File: config.mk
export PLATFORM = sky130hd
export DESIGN_NAME = pixel_write_queue
export DESIGN_NICKNAME = d
export VERILOG_FILES = /design/src/rtl/pixel_write_queue.sv
export SDC_FILE = /design/constraint.sdc
export NUM_CORES = 1
export LEC_CHECK = 0
export BUFFER_PORTS_ARGS = -buffer_cell sky130_fd_sc_hd__buf_2
export CORE_ASPECT_RATIO = 0.9
export CORE_MARGIN = 1
export CORE_UTILIZATION = 65
export CTS_CLUSTER_DIAMETER = 60
export DETAILED_ROUTE_END_ITERATION = 16
export HOLD_SLACK_MARGIN = 0.15
export PLACE_DENSITY_LB_ADDON = 0.12
export SYNTH_ARGS = -nofsm -noshare
export SYNTH_HDL_FRONTEND = slang
export SYNTH_SLANG_ARGS = --single-unit
File: constraint.sdc
create_clock -name clk_i -period 6.25 [get_ports clk_i]
set_clock_uncertainty 0.05 [all_clocks]
set_input_delay 0.625 -clock clk_i [delete_from_list [all_inputs] [get_ports clk_i]]
set_output_delay 0.625 -clock clk_i [all_outputs]
set_load 0.1 [all_outputs]
File: src/rtl/pixel_write_queue.sv
// Clips generator pixels to the frame, queues them, and strobes them to the VGA write port.
// Also runs the clear-screen sweep after draining the queue.
module pixel_write_queue #(
    parameter int          H_RES     = 160,
    parameter int          V_RES     = 120,
    parameter int          DEPTH     = 8,
    parameter logic [2:0]  BG_COLOUR = 3'b000
) (
    input  logic       clk_i,
    input  logic       rst_i,
    input  logic       in_valid_i,
    output logic       in_ready_o,
    input  logic [8:0] in_x_i,
    input  logic [8:0] in_y_i,
    input  logic [2:0] in_colour_i,
    input  logic       clear_req_i,
    input  logic       out_stall_i,
    output logic       plot_o,
    output logic [7:0] x_out_o,
    output logic [6:0] y_out_o,
    output logic [2:0] colour_out_o,
    output logic       busy_o,
    output logic       clear_done_o,
    output logic [7:0] drop_count_o
);
    localparam int AW = $clog2(DEPTH);

    typedef struct packed {
        logic [7:0] x;
        logic [6:0] y;
        logic [2:0] c;
    } pix_t;

    typedef enum logic [1:0] {PASS, DRAIN, CLEAR} state_t;

    state_t        state_q;
    logic          clear_pending_q, done_arm_q, clear_done_q, plot_q;
    logic [7:0]    cx_q, x_q, drop_count_q;
    logic [6:0]    cy_q, y_q;
    logic [2:0]    colour_q;
    logic [AW-1:0] wr_ptr_q, rd_ptr_q;
    logic [AW:0]   count_q, count_d;
    pix_t          mem_q [DEPTH];

    logic fifo_full, fifo_empty, xfer, in_range, push, drop, pop, cx_last, cy_last;
    pix_t head, wr_pix;

    always_comb begin
        fifo_full  = (count_q == (AW+1)'(DEPTH));
        fifo_empty = (count_q == '0);
        in_ready_o = (state_q == PASS) && !fifo_full && !clear_pending_q;
        xfer       = in_valid_i && in_ready_o;
        // Negative coordinates have bit 8 set; the rest compare as unsigned.
        in_range   = !in_x_i[8] && !in_y_i[8]
                     && ({1'b0, in_x_i[7:0]} < 9'(H_RES))
                     && (in_y_i[7:0] < 8'(V_RES));
        push       = xfer && in_range;
        drop       = xfer && !in_range;
        pop        = !fifo_empty && !out_stall_i && (state_q != CLEAR);
        head       = mem_q[rd_ptr_q];
        wr_pix     = '{x: in_x_i[7:0], y: in_y_i[6:0], c: in_colour_i};
        cx_last    = (cx_q == 8'(H_RES - 1));
        cy_last    = (cy_q == 7'(V_RES - 1));
        count_d    = count_q;
        if (push && !pop)      count_d = count_q + 1'b1;
        else if (pop && !push) count_d = count_q - 1'b1;
    end

    always_ff @(posedge clk_i) begin
        if (push) mem_q[wr_ptr_q] <= wr_pix;
    end

    always_ff @(posedge clk_i or posedge rst_i) begin
        if (rst_i) begin
            state_q         <= PASS;
            clear_pending_q <= 1'b0;
            done_arm_q      <= 1'b0;
            clear_done_q    <= 1'b0;
            plot_q          <= 1'b0;
            cx_q            <= '0;
            cy_q            <= '0;
            x_q             <= '0;
            y_q             <= '0;
            colour_q        <= '0;
            drop_count_q    <= '0;
            wr_ptr_q        <= '0;
            rd_ptr_q        <= '0;
            count_q         <= '0;
        end else begin
            count_q      <= count_d;
            plot_q       <= 1'b0;
            clear_done_q <= 1'b0;
            if (push) wr_ptr_q <= wr_ptr_q + 1'b1;
            if (pop) begin
                rd_ptr_q <= rd_ptr_q + 1'b1;
                plot_q   <= 1'b1;
                x_q      <= head.x;
                y_q      <= head.y;
                colour_q <= head.c;
            end
            if (drop && drop_count_q != 8'hFF) drop_count_q <= drop_count_q + 1'b1;

            case (state_q)
                PASS: begin
                    if (clear_pending_q)  state_q <= DRAIN;
                    else if (clear_req_i) clear_pending_q <= 1'b1;
                end
                DRAIN: begin
                    if (fifo_empty) begin
                        state_q <= CLEAR;
                        cx_q    <= '0;
                        cy_q    <= '0;
                    end
                end
                CLEAR: begin
                    // The cycle after the last sweep pixel finishes the clear.
                    if (done_arm_q) begin
                        done_arm_q      <= 1'b0;
                        clear_done_q    <= 1'b1;
                        clear_pending_q <= 1'b0;
                        state_q         <= PASS;
                    end else if (!out_stall_i) begin
                        plot_q   <= 1'b1;
                        x_q      <= cx_q;
                        y_q      <= cy_q;
                        colour_q <= BG_COLOUR;
                        if (cx_last) begin
                            cx_q <= '0;
                            cy_q <= cy_q + 1'b1;
                            if (cy_last) done_arm_q <= 1'b1;
                        end else begin
                            cx_q <= cx_q + 1'b1;
                        end
                    end
                end
                default: state_q <= PASS;
            endcase
        end
    end

    assign plot_o       = plot_q;
    assign x_out_o      = x_q;
    assign y_out_o      = y_q;
    assign colour_out_o = colour_q;
    assign clear_done_o = clear_done_q;
    assign drop_count_o = drop_count_q;
    assign busy_o       = !fifo_empty || plot_q || clear_pending_q || (state_q != PASS);
endmodule

# Yosys cells after proc, flatten, opt, wreduce, memory -nomap -nowiden
# Memory sizes are Yosys's and may differ from the RTL's.
# Index checks and enable logic that the tools add are counted.
# word_totals
reg_bits	57
n_memories	1
mem_bits_rw	144
# op_classes
reduce_logical	35
magnitude_cmp	2
eq_ne	13
n_addsub	7
mux	44
# memory_table
memory	depth	word_bits	read_ports	rd_clocked_by_memory_dff	wr	line_no	text
mem_q	8	18	1	0	1	43	pix_t mem_q [DEPTH];
# ops
op	count
$mux 8	8
$mux 7	8
$add 8x1->8 const B	2
$pmux 8 s2	1
$mux 1	15
$ne 2x2->1 const B	7
$pmux 7 s2	1
$logic_and 1x1->1	13
$mux 3	4
$logic_not 1->1	9
$eq 8x8->1 const B	1
$lt 8x7->1 const B	1
$lt 8x8->1 const B	1
$mux 4	2
$ne 8x8->1 const B	1
$reduce_bool 2->1	4
$add 7x1->7 const B	1
$eq 7x7->1 const B	1
$add 3x1->3 const B	2
$mux 2	3
$pmux 2 s3	1
$reduce_and 5->1	1
$add 4x1->4 const B	1
$eq 4x4->1 const B	1
other kinds (10)	12

# Depth between registers and ports, before layout
# logic_depth
depth_word	10
mapped_depth	11

# Least setup slack after synthesis
# No wires, ideal clock.
# synth_path
path_kind	input-to-reg
startpoint	input port in_y_i[7]
endpoint	memory mem_q[1][0] in the netlist's numbering, enable pin
slack_ns	3.103
setup_time_ns	0.416
t_arrival_ns	2.681
cell_stages	5
cell_sequence	nor3_1 > and3_1 > clkbuf_1 > nand3_1 > nor3_1
# synth_between
elab_chain_cells	5
# synth_lines
element	line_no	text
from (decl)	14	input logic [8:0] in_y_i,
$lt 8x7->1	56	&& (in_y_i[7:0] < 8'(V_RES));
$logic_and 1x1->1	56	
$logic_and 1x1->1	57	push = xfer && in_range;
$mux 1	70	if (push) mem_q[wr_ptr_q] <= wr_pix;
$mux 1 (implied by the code)	70	
to (decl)	43	
# No other way between the ends.

# Worst setup path after layout
# layout_path
startpoint	register state_q[0]
endpoint	register count_q[3]
# layout_between
elab_chain_cells	8
word_cells_on_any_way	13
cone_classes	1 x eq/ne; 1 x mux; 11 x reduce/logical
# layout_lines
element	line_no	text
from (decl)	36	state_t state_q;
from (signal assigned)	75	state_q <= PASS;
from (signal assigned)	105	if (clear_pending_q) state_q <= DRAIN;
from (signal assigned)	110	state_q <= CLEAR;
$logic_not 2->1	51	in_ready_o = (state_q == PASS) && !fifo_full && !clear_pending_q;
$logic_and 1x1->1 (2 in a row)	51	
$logic_and 1x1->1	52	xfer = in_valid_i && in_ready_o;
$logic_and 1x1->1	57	
$logic_not 1->1	66	else if (pop && !push) count_d = count_q - 1'b1;
$logic_and 1x1->1	66	
$reduce_bool 2->1 (no line)	--	
to (signal assigned)	90	count_q <= count_d;
to (decl)	42	logic [AW:0] count_q, count_d;
# Several ways; a longest one is shown, not always the timed one.
# A chain may end at the register's enable or synchronous reset.

==> impl_metrics.yaml <==
sta:
  worst_slew_pin_slew_ps: 1100
  setup_violations: 0
  finalSetupTns_ps: 0
  max_slew_margin_pct: 26.2
  rsz0062_at_grt: "no"
  maxSlewViolCount: 0
  hold_viol: 0
  finalCritPeriodShare_pct: 66.0
  max_freq_mhz: 242
  min_period_ps: 4130
yosys:
  syn_inst: 515
  netlist_area_um2: 8280
  yosysTopAreaCellShare_pct: 52.2
  yosysUniqueCellTypes: 44
  yosys_warnings: 0
  yosysTopAreaCell: "edfxtp_1"
  synth_area_leaders: "edfxtp_1, dfrtp_1, mux4_2"
  ys_seq_area_share_pct: 69.4
  synthFlopType: "edfxtp_1"
  synth_edf_count: 144
  synth_common_cells: "edfxtp_1, dfrtp_1, o21ai_0, mux4_2, nand2_1"
  yosysMostFrequentCell: "edfxtp_1"
  synth_nets: 550
  avgSynthCellArea_um2: 16.1
  synth-async-reset-ratio_pct: 28.4
  ys_seq_elements: 201
die:
  row_count: 38
  io_pins: 56
  core_um2: 12200
  start_util_pct: 67.8
  die_h_um: 109
  dieArea_um2: 13200
  die_w_um: 121
cells_and_area:
  area_delta_synth_final_pct: 13.8
  finish.net_count: 616
  diodes: 0
  drive_gt1_share_pct: 24.9
  post-route-util_pct: 77.1
global_route:
  overflow: 0
  grt_use_total_pct: 26.4
  grt_pass1_vias: 4763
  grt_first_pass_wirelength_um: 25500
  grt_antenna_before_repair: 0
  grt_max_degree: 58
routing:
  wl_um: 16400
  wl_per_cell_um: 21.8
  drt_first_pass_iters: 5
  antenna_left: 0
  viasPerCell: 6.31
  post-route-drc-count: 0
  drt_iter0_drc: 525
  vias: 4766
clocking:
  clk_latency_ps: 490
  root_buffer: "clkbuf_16"
  cts_tree: "built"
  cts_setup_buffers: 0
  cts.sinks: 201
  htree_levels: 1
  cts_resized: 0
  numCtsBuffers: 20
  clockBufferDepth: 3
  hold_buffers: 0
  clk_pin_slew_ps: 60
placement:
  hpwl_um: 10200
  gp_congestion: 0.838
  port_buffers: 55
power_and_ir_drop:
  p_leak_nw: 3.46
  power_density_nw_per_um2: 436
  ir_drop_mv: 0.251
  power.total_mw: 4.11
hold_path:
  hold_class: "primary input to asynchronous set/reset pin"
worst_setup_path:
  required_ps: 6600
  critPathMaxFanout: 23
  arrival_ps: 4480
  worst_setup_path_end_kind: "flip-flop"
  critPathLaunch: "state_q[0]$_DFFE_PP0P_"
  path_class: "flip-flop to flip-flop"
  reg2reg_from: "state_q[0]$_DFFE_PP0P_"
  start_kind: "flip-flop"
status:
  status: "completed"
flow_run:
  max_cap_violations: 0
[registers in the layout, indices dropped and copies added, names as in the netlist]
signal and count:
x_out_o 8, colour_out_o 3, plot_o 1, count_q 4, drop_count_o 8, cy_q 7, cx_q 8, rd_ptr_q 3
wr_ptr_q 3, done_arm_q 1, clear_done_o 1, y_out_o 7, clear_pending_q 1, mem_q 144, state_q 2
[through the flow]
stage	hold slack [ps]	worst slack, ps	cell area, um^2	cells
6_report	286	2120	9420	755
5_1_grt	339	1910	9420	755
4_1_cts	306	2210	9420	755
3_5_place_dp	427	2140	8750	719
3_3_place_gp	422	2350	8750	719
2_1_floorplan	421	3100	8280	515
[metal layers]
layer	routed length [um]	part of all wire, %	vias to the layer above	track usage [%]
met3	1020	6.2	36	4.18
met5	0	0	-	0
met4	423	2.6	0	9.61
li1	-	-	2127	-
met2	8080	49	199	43.5
met1	6910	42	2404	36.3
[cell usage in the layout, fill, tap and decap left out, drive strengths merged, types with 8 or more instances in the layout]
master	Yosys	layout
dfrtp	57	57
nor2b	14	14
nand2	34	34
ha	8	8
buf	17	68
mux2i	8	8
nor3	10	10
nand3	16	16
edfxtp	144	144
mux4	36	36
o21ai	43	43
xor2	10	10
inv	10	11
clkbuf	7	28
nor2	19	19
a211oi	14	14
[logic make-up (layout without fill, tap and decap cells)]
family / after synthesis / in the layout / share of synthesized area [%]
AOI/OAI and AO/OA: 74 / 74 / 5.14
xor gates and xnor gates: 17 / 17 / 1.80
adders and majority gates: 9 / 9 / 1.45
buffers and inverters: 34 / 114 / 1.86
DFF: 201 / 201 / 69.4
muxes: 49 / 49 / 11.4
and+or+nand+nor: 131 / 131 / 8.87
[area by class of cell]
class                      count  area, um^2
timing repair buffer          68         373
inverter                      10        37.5
fill                         716        2800
sequential                   201        5750
tap                          160         200
multi-input combinational    280        2390
clock inverter                 8         120
clock buffer                  28         551
[report_power, final]
part | internal [mW] | switching [mW]
clock | 0.707 | 0.480
combinational | 0.404 | 0.859
sequential | 1.54 | 0.123
total | 2.65 | 1.46
[worst paths after layout]
kind | endpoint | cells after the start | slack [ps]
setup / recovery | count_q[3]$_DFFE_PP0P_ | 10 | 2120
setup reg to reg | count_q[3]$_DFFE_PP0P_ | 10 | 2120
max in group asynchronous | rd_ptr_q[1]$_DFFE_PP0N_ | 3 | 5350
hold / removal | drop_count_o[5]$_DFFE_PP0P_ | 3 | 290
hold reg to reg | drop_count_o[5]$_DFFE_PP0P_ | 1 | 440
min in group clk_i | mem_q[2][11]$_DFFE_PP_ | 1 | 350
[critical path: stages, from the launching register on]
cell     delay, ps
dfrtp_1        580
nor2b_1        200
nor3_2         860
inv_1          750
ha_1           440
inv_1          140
ha_1           260
a21o_1         180
a21oi_1        200
mux2i_1        250
xnor2_1        140
No activity file was read; power rests on OpenSTA's default activity.
